[config.mk]
export PLATFORM = sky130hd
export DESIGN_NAME = uart_rx_ctrl
export DESIGN_NICKNAME = d
export VERILOG_FILES = /design/src/rtl/uart_rx_ctrl.sv
export SDC_FILE = /design/constraint.sdc
export NUM_CORES = 1
export LEC_CHECK = 0
export ABC_AREA = 1
export CORE_AREA = 2 2 70 72
export DETAILED_ROUTE_END_ITERATION = 8
export DIE_AREA = 0 0 72 74
export PLACE_DENSITY = 0.69
export SLEW_MARGIN = 20
export SYNTH_ARGS = -nofsm -noshare
export SYNTH_HDL_FRONTEND = slang
export SYNTH_SLANG_ARGS = --single-unit
[constraint.sdc]
create_clock -name clk_i -period 1.4 [get_ports clk_i]
set_clock_uncertainty 0.1 [all_clocks]
set_input_delay 0.28 -clock clk_i [delete_from_list [all_inputs] [get_ports clk_i]]
set_output_delay 0.28 -clock clk_i [all_outputs]
set_load 0.1 [all_outputs]
[src/rtl/uart_rx_ctrl.sv]
// UART receive controller: synchronizes the serial line, finds frame start and
// sample points, and steers an external 9-bit right-shift SIPO that collects data+parity.
module uart_rx_ctrl #(
  parameter int unsigned ClksPerBit = 868,
  parameter bit          ParityOdd  = 1'b0
) (
  input  logic       clk_i,
  input  logic       rst_ni,
  input  logic       rx_i,
  input  logic [8:0] frame_i,
  output logic       sdata_o,
  output logic [1:0] op_o,
  output logic [7:0] data_o,
  output logic       valid_o,
  output logic       parity_err_o,
  output logic       frame_err_o,
  output logic       busy_o
);

  localparam logic [15:0] HALF_TC  = 16'(ClksPerBit / 2 - 1);
  localparam logic [15:0] BIT_TC   = 16'(ClksPerBit - 1);
  localparam logic [1:0]  OP_CLEAR = 2'b00;
  localparam logic [1:0]  OP_HOLD  = 2'b01;
  localparam logic [1:0]  OP_SHIFT = 2'b10;

  typedef enum logic [2:0] {
    IDLE  = 3'd0,
    START = 3'd1,
    BITS  = 3'd2,
    STOP  = 3'd3,
    DONE  = 3'd4
  } state_t;

  state_t      state_r, state_n;
  logic [15:0] baud_r, baud_n;
  logic [3:0]  bit_r, bit_n;
  logic        stop_err_r, stop_err_n;
  logic        sync1_r, sync2_r, prev_r;
  logic [1:0]  op_s;

  // Parity check result over data+parity: 1 means mismatch.
  function automatic logic parity_error(input logic [8:0] f, input logic odd);
    return (^f) ^ odd;
  endfunction

  // Two-flop synchronizer plus one extra stage for falling-edge detection.
  always_ff @(posedge clk_i) begin
    if (!rst_ni) begin
      sync1_r <= 1'b1;
      sync2_r <= 1'b1;
      prev_r  <= 1'b1;
    end else begin
      sync1_r <= rx_i;
      sync2_r <= sync1_r;
      prev_r  <= sync2_r;
    end
  end

  assign sdata_o = sync2_r;

  // Next-state, counter and SIPO command logic.
  always_comb begin
    state_n    = state_r;
    baud_n     = baud_r;
    bit_n      = bit_r;
    stop_err_n = stop_err_r;
    op_s       = OP_HOLD;
    case (state_r)
      IDLE: begin
        if (prev_r && !sync2_r) begin
          state_n = START;
          baud_n  = 16'd0;
          op_s    = OP_CLEAR;
        end else begin
          state_n = IDLE;
        end
      end
      START: begin
        if (baud_r == HALF_TC) begin
          baud_n = 16'd0;
          bit_n  = 4'd0;
          // A line already back high at mid-start is a glitch, not a frame.
          if (!sync2_r) begin
            state_n = BITS;
          end else begin
            state_n = IDLE;
          end
        end else begin
          baud_n = baud_r + 16'd1;
        end
      end
      BITS: begin
        if (baud_r == BIT_TC) begin
          op_s   = OP_SHIFT;
          baud_n = 16'd0;
          if (bit_r == 4'd8) begin
            state_n = STOP;
            bit_n   = 4'd0;
          end else begin
            bit_n = bit_r + 4'd1;
          end
        end else begin
          baud_n = baud_r + 16'd1;
        end
      end
      STOP: begin
        if (baud_r == BIT_TC) begin
          stop_err_n = ~sync2_r;
          baud_n     = 16'd0;
          state_n    = DONE;
        end else begin
          baud_n = baud_r + 16'd1;
        end
      end
      DONE: begin
        state_n = IDLE;
      end
      default: begin
        state_n = IDLE;
        baud_n  = 16'd0;
        bit_n   = 4'd0;
      end
    endcase
  end

  // Reset forces a SIPO clear without waiting for a clock edge.
  assign op_o   = rst_ni ? op_s : OP_CLEAR;
  assign busy_o = (state_r != IDLE);

  // FSM state and counter registers.
  always_ff @(posedge clk_i) begin
    if (!rst_ni) begin
      state_r    <= IDLE;
      baud_r     <= 16'd0;
      bit_r      <= 4'd0;
      stop_err_r <= 1'b0;
    end else begin
      state_r    <= state_n;
      baud_r     <= baud_n;
      bit_r      <= bit_n;
      stop_err_r <= stop_err_n;
    end
  end

  // Result registers: updated once per accepted frame, held otherwise.
  always_ff @(posedge clk_i) begin
    if (!rst_ni) begin
      data_o       <= 8'd0;
      valid_o      <= 1'b0;
      parity_err_o <= 1'b0;
      frame_err_o  <= 1'b0;
    end else begin
      valid_o <= (state_r == DONE);
      if (state_r == DONE) begin
        data_o       <= frame_i[7:0];
        parity_err_o <= parity_error(frame_i, ParityOdd);
        frame_err_o  <= stop_err_r;
      end else begin
        data_o       <= data_o;
        parity_err_o <= parity_err_o;
        frame_err_o  <= frame_err_o;
      end
    end
  end

endmodule

; Word-level counts from Yosys, hierarchy flattened
; Index checks and enable logic that the tools add are counted.
[op_classes]
add_sub_neg = 2
eq_ne = 12
muxes = 19
n_bitwise = 3
n_reduce_logical = 11
[op_table]
columns = operator, count
row1 = $pmux W16 S4, 1
row2 = $mux W16, 3
row3 = $add A16 B1 Y16 const B, 1
row4 = $eq A16 B10 Y1 const B, 1
row5 = $eq A16 B9 Y1 const B, 1
row6 = $mux W3, 4
row7 = $mux W4, 3
row8 = $pmux W3 S4, 1
row9 = $pmux W4 S3, 1
row10 = $ne A2 B2 Y1 const B, 5
row11 = $reduce_xor A9 Y1, 1
row12 = $eq A3 B2 Y1 const B, 2
row13 = $mux W2, 3
row14 = $add A4 B1 Y4 const B, 1
row15 = $eq A4 B4 Y1 const B, 1
row16 = $pmux W2 S2, 1
row17 = $reduce_and A2 Y1, 2
row18 = $reduce_and A4 Y1, 1
row19 = $eq A3 B1 Y1 const B, 1
row20 = $eq A3 B3 Y1 const B, 1
row21 = $logic_not A3 Y1, 1
row22 = $not A1 Y1, 3
row23 = $reduce_and A3 Y1, 1
row24 = $reduce_bool A3 Y1, 1
row25 = 5 further kinds, 6
[word_totals]
reg_bits = 38
inputBits = 12
output_inout_bits = 15
elab_cells = 58

; Longest topological paths before layout
; Gate-level depths: netlist of run 1.
[depth]
ltp_word = 5
ltp_mapped = 11
depth_no_buf = 11

; Worst setup path after synthesis of run 1
; No wires, ideal clock.
[synth_timing]
kind = register to output
startpoint = register baud_r[0]
endpoint = output op_o[1]
t_arrival_ps = 2900
required_ps = 1020
path_slack_ps = -1880
path_stages_with_launch = 6
n_path_buf = 0
path_cell_list = dfxtp_1 -> ha_1 -> nand2_1 -> nor3_1 -> nand2_1 -> nor3_1
[synth_via]
elab_chain_cells = 4
[synth_rtl]
columns = item, line_no
row1 = from (decl), 35  ; logic [15:0] baud_r, baud_n;
row2 = from (signal assigned), 139  ; baud_r <= baud_n;
row3 = $eq A16 B10 Y1, 93  ; if (baud_r == BIT_TC) begin
row4 = $mux W2, 93
row5 = $pmux W2 S2, 68  ; case (state_r)
row6 = $mux W2, 127  ; assign op_o = rst_ni ? op_s : OP_CLEAR;
row7 = to (decl), 12  ; output logic [1:0] op_o,
; No other way between the ends.

; Worst setup path after layout of run 1
[layout_timing]
startpoint = register baud_r[5]
endpoint = output op_o[0]
; Same word-level chain as after synthesis.

==> impl_metrics.yaml, run 1 <==
cts:
  cts.sinks: 38
  cts_buffers: 5
  cts-root-buf: "clkbuf_8"
  clkTransAtPathRegs_ps: 80
  htreeDepth: 2
  cts.path.max_buffers: 2
  clk_latency_ps: 300
  cts_tree: "done"
synthesis:
  ys_top_cells_by_area: "dfxtp_1 35%, nand2_1 12%, nor2_1 9.5%, inv_1 6.2%, o21ai_0 3.7%"
  netlist_top_cells_count: "71 x nand2_1, 55 x nor2_1, 38 x dfxtp_1"
  synth.most_common_cell: "nand2_1"
  synth_enable_flop_cells: 0
  synth-async-reset-ratio_pct: 0
  synth_area_sq_um: 2180
  yosysTopAreaCell: "dfxtp_1"
  synthDistinctLibCells: 33
  ys_ff_latch: 38
  yosysTopAreaCellShare_pct: 34.90
  synth.avg_cell_area_sq_um: 6.769
  synth_flop_cell: "dfxtp_1"
  synth_warnings: 0
  synthCells: 322
  syn_nets: 338
  seq_area_frac_synth_pct: 34.90
detailed_routing:
  wl_um: 6367
  drt_iter0_drc: 80
  drtAntennaViolNets: 0
  avgRoutedWirePerCell_um: 13.35
  num_vias: 2425
  firstDrtPassIters: 4
  viasPerCell: 5.084
  drc_errors: 0
floorplan:
  core.rowCount: 25
  fp.dieH_um: 74
  io-pin-count: 27
  start_util_pct: 47.40
  core-area_sq_um: 4598
  dieArea_sq_um: 5328
  die_width_um: 72
worst_setup_path:
  startpoint_type: "flip-flop"
  worstPathArrival_ps: 1470
  rrSetupSlack_ps: -400
  path_class: "flip-flop to output port"
  cp_max_fo: 5
  crit_required_ps: 1020
  endpoint_kind: "output port"
placed_design:
  globalplace.congestion: 0.8608
  dp_slack_ps: -334.9
  hpwlAfterDp_um: 4193
  io_buffers: 26
worst_hold_path:
  min_path_type: "primary input to flip-flop"
timing:
  maxSlewViolCount: 0
  rsz0062_at_grt: "true"
  post-route-period-util_pct: 132.4
  hold_violations: 0
  setup_viol: 26
  tightest_slew_ps: 315.3
  slew_headroom_pct: 78.82
  timing.final.crit_period_ps: 1854
  max_freq_ghz: 0.5393
  finalSetupTns_ps: -8145
  fin_ws_ps: -454.3
pwr:
  ir_worst_vdd_mv: 1.542
  p_leak_nw: 1.562
  powerDensity_nw_per_um2: 1258
global_route:
  antenna_found_initial: 0
  grt_pass1_vias: 2295
  grt_max_degree: 21
  grt_pass1_wl_um: 9804
  globalRouteOverflowTotal: 0
  grtUsageTotal_pct: 23.54
layout:
  num_antenna_cells: 0
  syn2layout_area_growth_pct: 65.15
  nets: 439
  drive_gt1_share_pct: 45.39
  fillerInstances: 304
flow_run:
  drv_cap: 0
status:
  violations: "setup timing"
  status: "finished, violations left"
-- logic make-up (layout without fill, tap and decap cells) --
| kind of cell | Yosys count | after routing | share of synthesized area [%] |
|---|---|---|---|
| xor+xnor | 7 | 7 | 2.813 |
| simple gates | 192 | 192 | 42.71 |
| flops | 38 | 38 | 34.90 |
| buf+inv | 45 | 146 | 8.381 |
| fa+ha+maj | 4 | 4 | 2.296 |
| compound gates | 36 | 36 | 8.898 |
-- flip-flops by register name, summed over array words and instances (netlist names), 3 cells and up --
name     flops
baud_r      16
data_o       8
bit_r        4
state_r      3
-- per-layer routing --
layer	vias to the layer above	track usage, %	share of wire (%)	wire [um]
met1	1144	26.91	43	2714
met5	-	0	0	0
met4	0	9.853	3.0	193
met2	41	43.11	51	3267
met3	16	4.607	3.0	190
li1	1224	-	-	-
-- path summary, 6_finish.rpt --
check	start	endpoint	cells after the start
worst max-delay path	baud_r[5]	op_o[0]	9
worst min-delay path	frame_i[1]	data_o[1]	3
worst max register to register	baud_r[0]	baud_r[9]	11
worst min register to register	sync1_r	sdata_o	1
-- area by class of cell --
cell class | count | area (sq um) | area share [%]
inverter | 39 | 156.4 | 4.345
clock buffer | 5 | 68.82 | 1.912
clock inverter | 2 | 10.01 | 0.2781
tap | 54 | 67.56 | 1.877
timing repair buffer | 100 | 1026 | 28.50
sequential | 38 | 780.7 | 21.69
multi-input combinational | 239 | 1490 | 41.40
-- report_power, final --
| group | internal [W] | switching (W) | total, W |
|---|---|---|---|
| Sequential | 0.00117 | 0.0000818 | 0.00125 |
| Combinational | 0.00112 | 0.00142 | 0.00254 |
| Clock | 0.000335 | 0.000398 | 0.000732 |
| Total | 0.00263 | 0.00190 | 0.00453 |
-- cells in the final DEF (no fill, tap or decap), drive strengths merged --
cell	count
buf	89
nand2	82
nor2	65
inv	38
dfxtp	38
nand3	19
o21ai	18
a21oi	16
nand4	9
clkdlybuf4s50	9
nor3	8
or2	6
clkbuf	5
xnor2	4
ha	4
xor2	3
nand3b	3
clkinv	3
dlymetal6s2s	2
o211ai	1
a22o	1
-- worst max-delay path: stages (launching register included) --
cell and delay, ps:
dfxtp_2 340, nand2_4 100, buf_6 110, clkinv_4 40
nand2_2 50, nor2_2 40, nand2_2 100, nand2_4 70
a21oi_4 140, buf_12 190
-- stage by stage --
stage | cells | utilization (%) | hold WS (ps) | instance area, sq um | power [W]
finish | 477 | 78.29 | 217.9 | 3600 | 0.004530
global route | 477 | 78.29 | 247.8 | 3600 | 0.004777
CTS | 467 | 74.15 | 319.8 | 3410 | 0.004299
detailed placement | 452 | 68.57 | 301.6 | 3153 | 0.003263
global placement | 452 | 68.57 | 295.0 | 3153 | 0.003229
floorplan | 322 | - | 286.6 | 2265 | 0.002431
-- what timing repair did --
item | 4_1_cts | 5_1_grt
setup endpoints to repair | 27 | 36
pin swaps | 16 | 26
setup buffers | 8 | 12
gates cloned | 0 | 0
gates resized for setup | 31 | 46
endpoints found under the hold margin | 0 | 0
hold buffers | 0 | 0
Note: power is estimated with default switching activity, not from simulation.
==> inputs of run 2 (changes only) <==
--- a/config.mk
+++ b/config.mk
@@ -6,9 +6,9 @@
 export NUM_CORES = 1
 export LEC_CHECK = 0
 export ABC_AREA = 1
-export CORE_AREA = 2 2 70 72
+export CORE_AREA = 2 2 89 57
 export DETAILED_ROUTE_END_ITERATION = 8
-export DIE_AREA = 0 0 72 74
+export DIE_AREA = 0 0 91 59
 export PLACE_DENSITY = 0.69
 export SLEW_MARGIN = 20
 export SYNTH_ARGS = -nofsm -noshare
==> run 2 against run 1 <==
Effect of this change:
- the flow still finishes with violations (setup timing)
- critical path depth is 4 lower
- final cell count is 0.42% lower
- setup slack worse by 29 ps
- clock power is 13% higher
- non-clock buffer count is 12 lower
- global-route usage is 1.7 points higher
- core utilization is 0.21 points higher
- maximum frequency is 1.6% lower
- via count is 0.29% lower
- highest routed layer unchanged
==> impl_metrics.yaml, run 2 (same netlist as run 1, synthesis figures left out) <==
floorplan:
  start_util_pct: 48.77
  core-area_sq_um: 4469
  dieArea_sq_um: 5369
  core.rowCount: 19
  die_width_um: 91
  io-pin-count: 27
  fp.dieH_um: 59
cts:
  clkTransAtPathRegs_ps: 80
  cts_buffers: 5
  htreeDepth: 2
  cts.path.max_buffers: 2
  clk_latency_ps: 300
  cts_tree: "done"
  cts-root-buf: "clkbuf_8"
  cts.sinks: 38
placed_design:
  placed_area_sq_um: 3102
  hpwlAfterDp_um: 4740
  io_buffers: 26
  globalplace.congestion: 0.9199
  dp_slack_ps: -376.6
timing:
  tightest_slew_ps: 354.6
  maxSlewViolCount: 0
  post-route-period-util_pct: 134.5
  timing.final.crit_period_ps: 1884
  timing.hold.ws_ps: 197.4
  setup_viol: 27
  hold_violations: 0
  max_freq_ghz: 0.5309
  finalSetupTns_ps: -9605
  slew_headroom_pct: 76.34
  fin_ws_ps: -483.6
  rsz0062_at_grt: "true"
layout:
  regMostFlops: "baud_r"
  final_cell_area_sq_um: 3508
  syn2layout_area_growth_pct: 60.96
  drive_gt1_share_pct: 41.99
  nets: 427
  top_regs: "baud_r: 16 flops, data_o: 8 flops, bit_r: 4 flops"
  regArea_sq_um: 789.5
  mostFrequentLayoutCell: "nand2_1"
  largest_reg_flops: 16
  fillerInstances: 319
  final_cell_mix: "61 x nand2_1, 55 x buf_4, 47 x nor2_1"
  multi_input_area_sq_um: 1483
  num_antenna_cells: 0
global_route:
  antenna_found_initial: 0
  grt_pass1_vias: 2216
  grtUsageTotal_pct: 25.25
  globalRouteOverflowTotal: 0
  grt_pass1_wl_um: 10490
  grt_max_degree: 21
detailed_routing:
  drc_errors: 0
  avgRoutedWirePerCell_um: 14.96
  num_vias: 2418
  drtAntennaViolNets: 0
  wl_um: 7107
  drt_iter0_drc: 265
  viasPerCell: 5.091
  firstDrtPassIters: 7
worst_setup_path:
  max_stage_delay_ps: 370
  slowest_stage: "dfxtp_4"
  crit_required_ps: 1020
  endpoint_kind: "output port"
  startpoint_type: "flip-flop"
  worstPathArrival_ps: 1500
  path_class: "flip-flop to output port"
  cp_max_fo: 4
  path_cells: "buf_4 -> nor2_4 -> inv_2 -> nor3_4 -> buf_12"
pwr:
  powerDensity_nw_per_um2: 1298
  power_w: 0.004555
  p_leak_nw: 1.532
  ir_worst_vdd_mv: 0.9426
status:
  status: "finished, violations left"
  violations: "setup timing"
worst_hold_path:
  min_path_type: "primary input to flip-flop"
flow_run:
  drv_cap: 0
==> run 2: cell types whose count changed in the layout (fill, tap and decap cells not counted), sizes merged <==
cell          previous run  this run
dlymetal6s2s             2         1
buf                     89        77
dlygate4sd2              0         1
clkinv                   3         2
inv                     38        37
clkinvlp                 0         2
clkbuf                   5         6
==> run 2: power by group <==
part / switching, W / internal, W / total (W)
Sequential: 0.0000866 / 0.00117 / 0.00126
Clock: 0.000434 / 0.000396 / 0.000830
Combinational: 0.00144 / 0.00102 / 0.00246
Total: 0.00196 / 0.00259 / 0.00456
==> run 2: final timing paths <==
kind	startpoint	to	slack (ps)	cells after the start
worst max-delay path	state_r[0]	op_o[1]	-480	5
worst max register to register	baud_r[0]	baud_r[10]	-450	11
worst min-delay path	frame_i[1]	data_o[1]	200	3
worst min register to register	sync1_r	sdata_o	360	1
==> run 2: area by class of cell <==
class	count	area share (%)
multi-input cells	239	42.26
flip-flops and latches	38	22.50
clock buffers	6	2.354
inverters	39	4.529
well taps	63	2.247
clock inverters	2	0.3566
repair buffers	88	25.75
==> run 2: stage by stage <==
stage / util [%] / instances
2_1_floorplan: - / 322
3_3_place_gp: 69.40 / 456
3_5_place_dp: 69.40 / 456
4_1_cts: 75.98 / 472
5_1_grt: 78.50 / 475
6_report: 78.50 / 475
==> run 2: critical path: cells and delay by family (launching register included) <==
kind	cells	cell delay, ps
AND/OR/NAND/NOR	2	400
buffers and inverters	3	440
flip-flops	1	370
==> run 2: layer usage <==
metal	vias to the layer above	part of all wire [%]	routed length [um]	global-route usage (%)
met3	12	7.2	514	6.107
li1	1196	-	-	-
met4	0	1.5	108	6.926
met1	1120	46	3289	37.05
met5	-	0	0	0
met2	90	45	3195	37.35
==> run 2: what timing repair did <==
action | CTS | global route
endpoints found under the setup margin | 27 | 37
hold buffers | 0 | 0
pin swaps | 18 | 8
resized for setup | 35 | 31
buffers inserted | 8 | 4
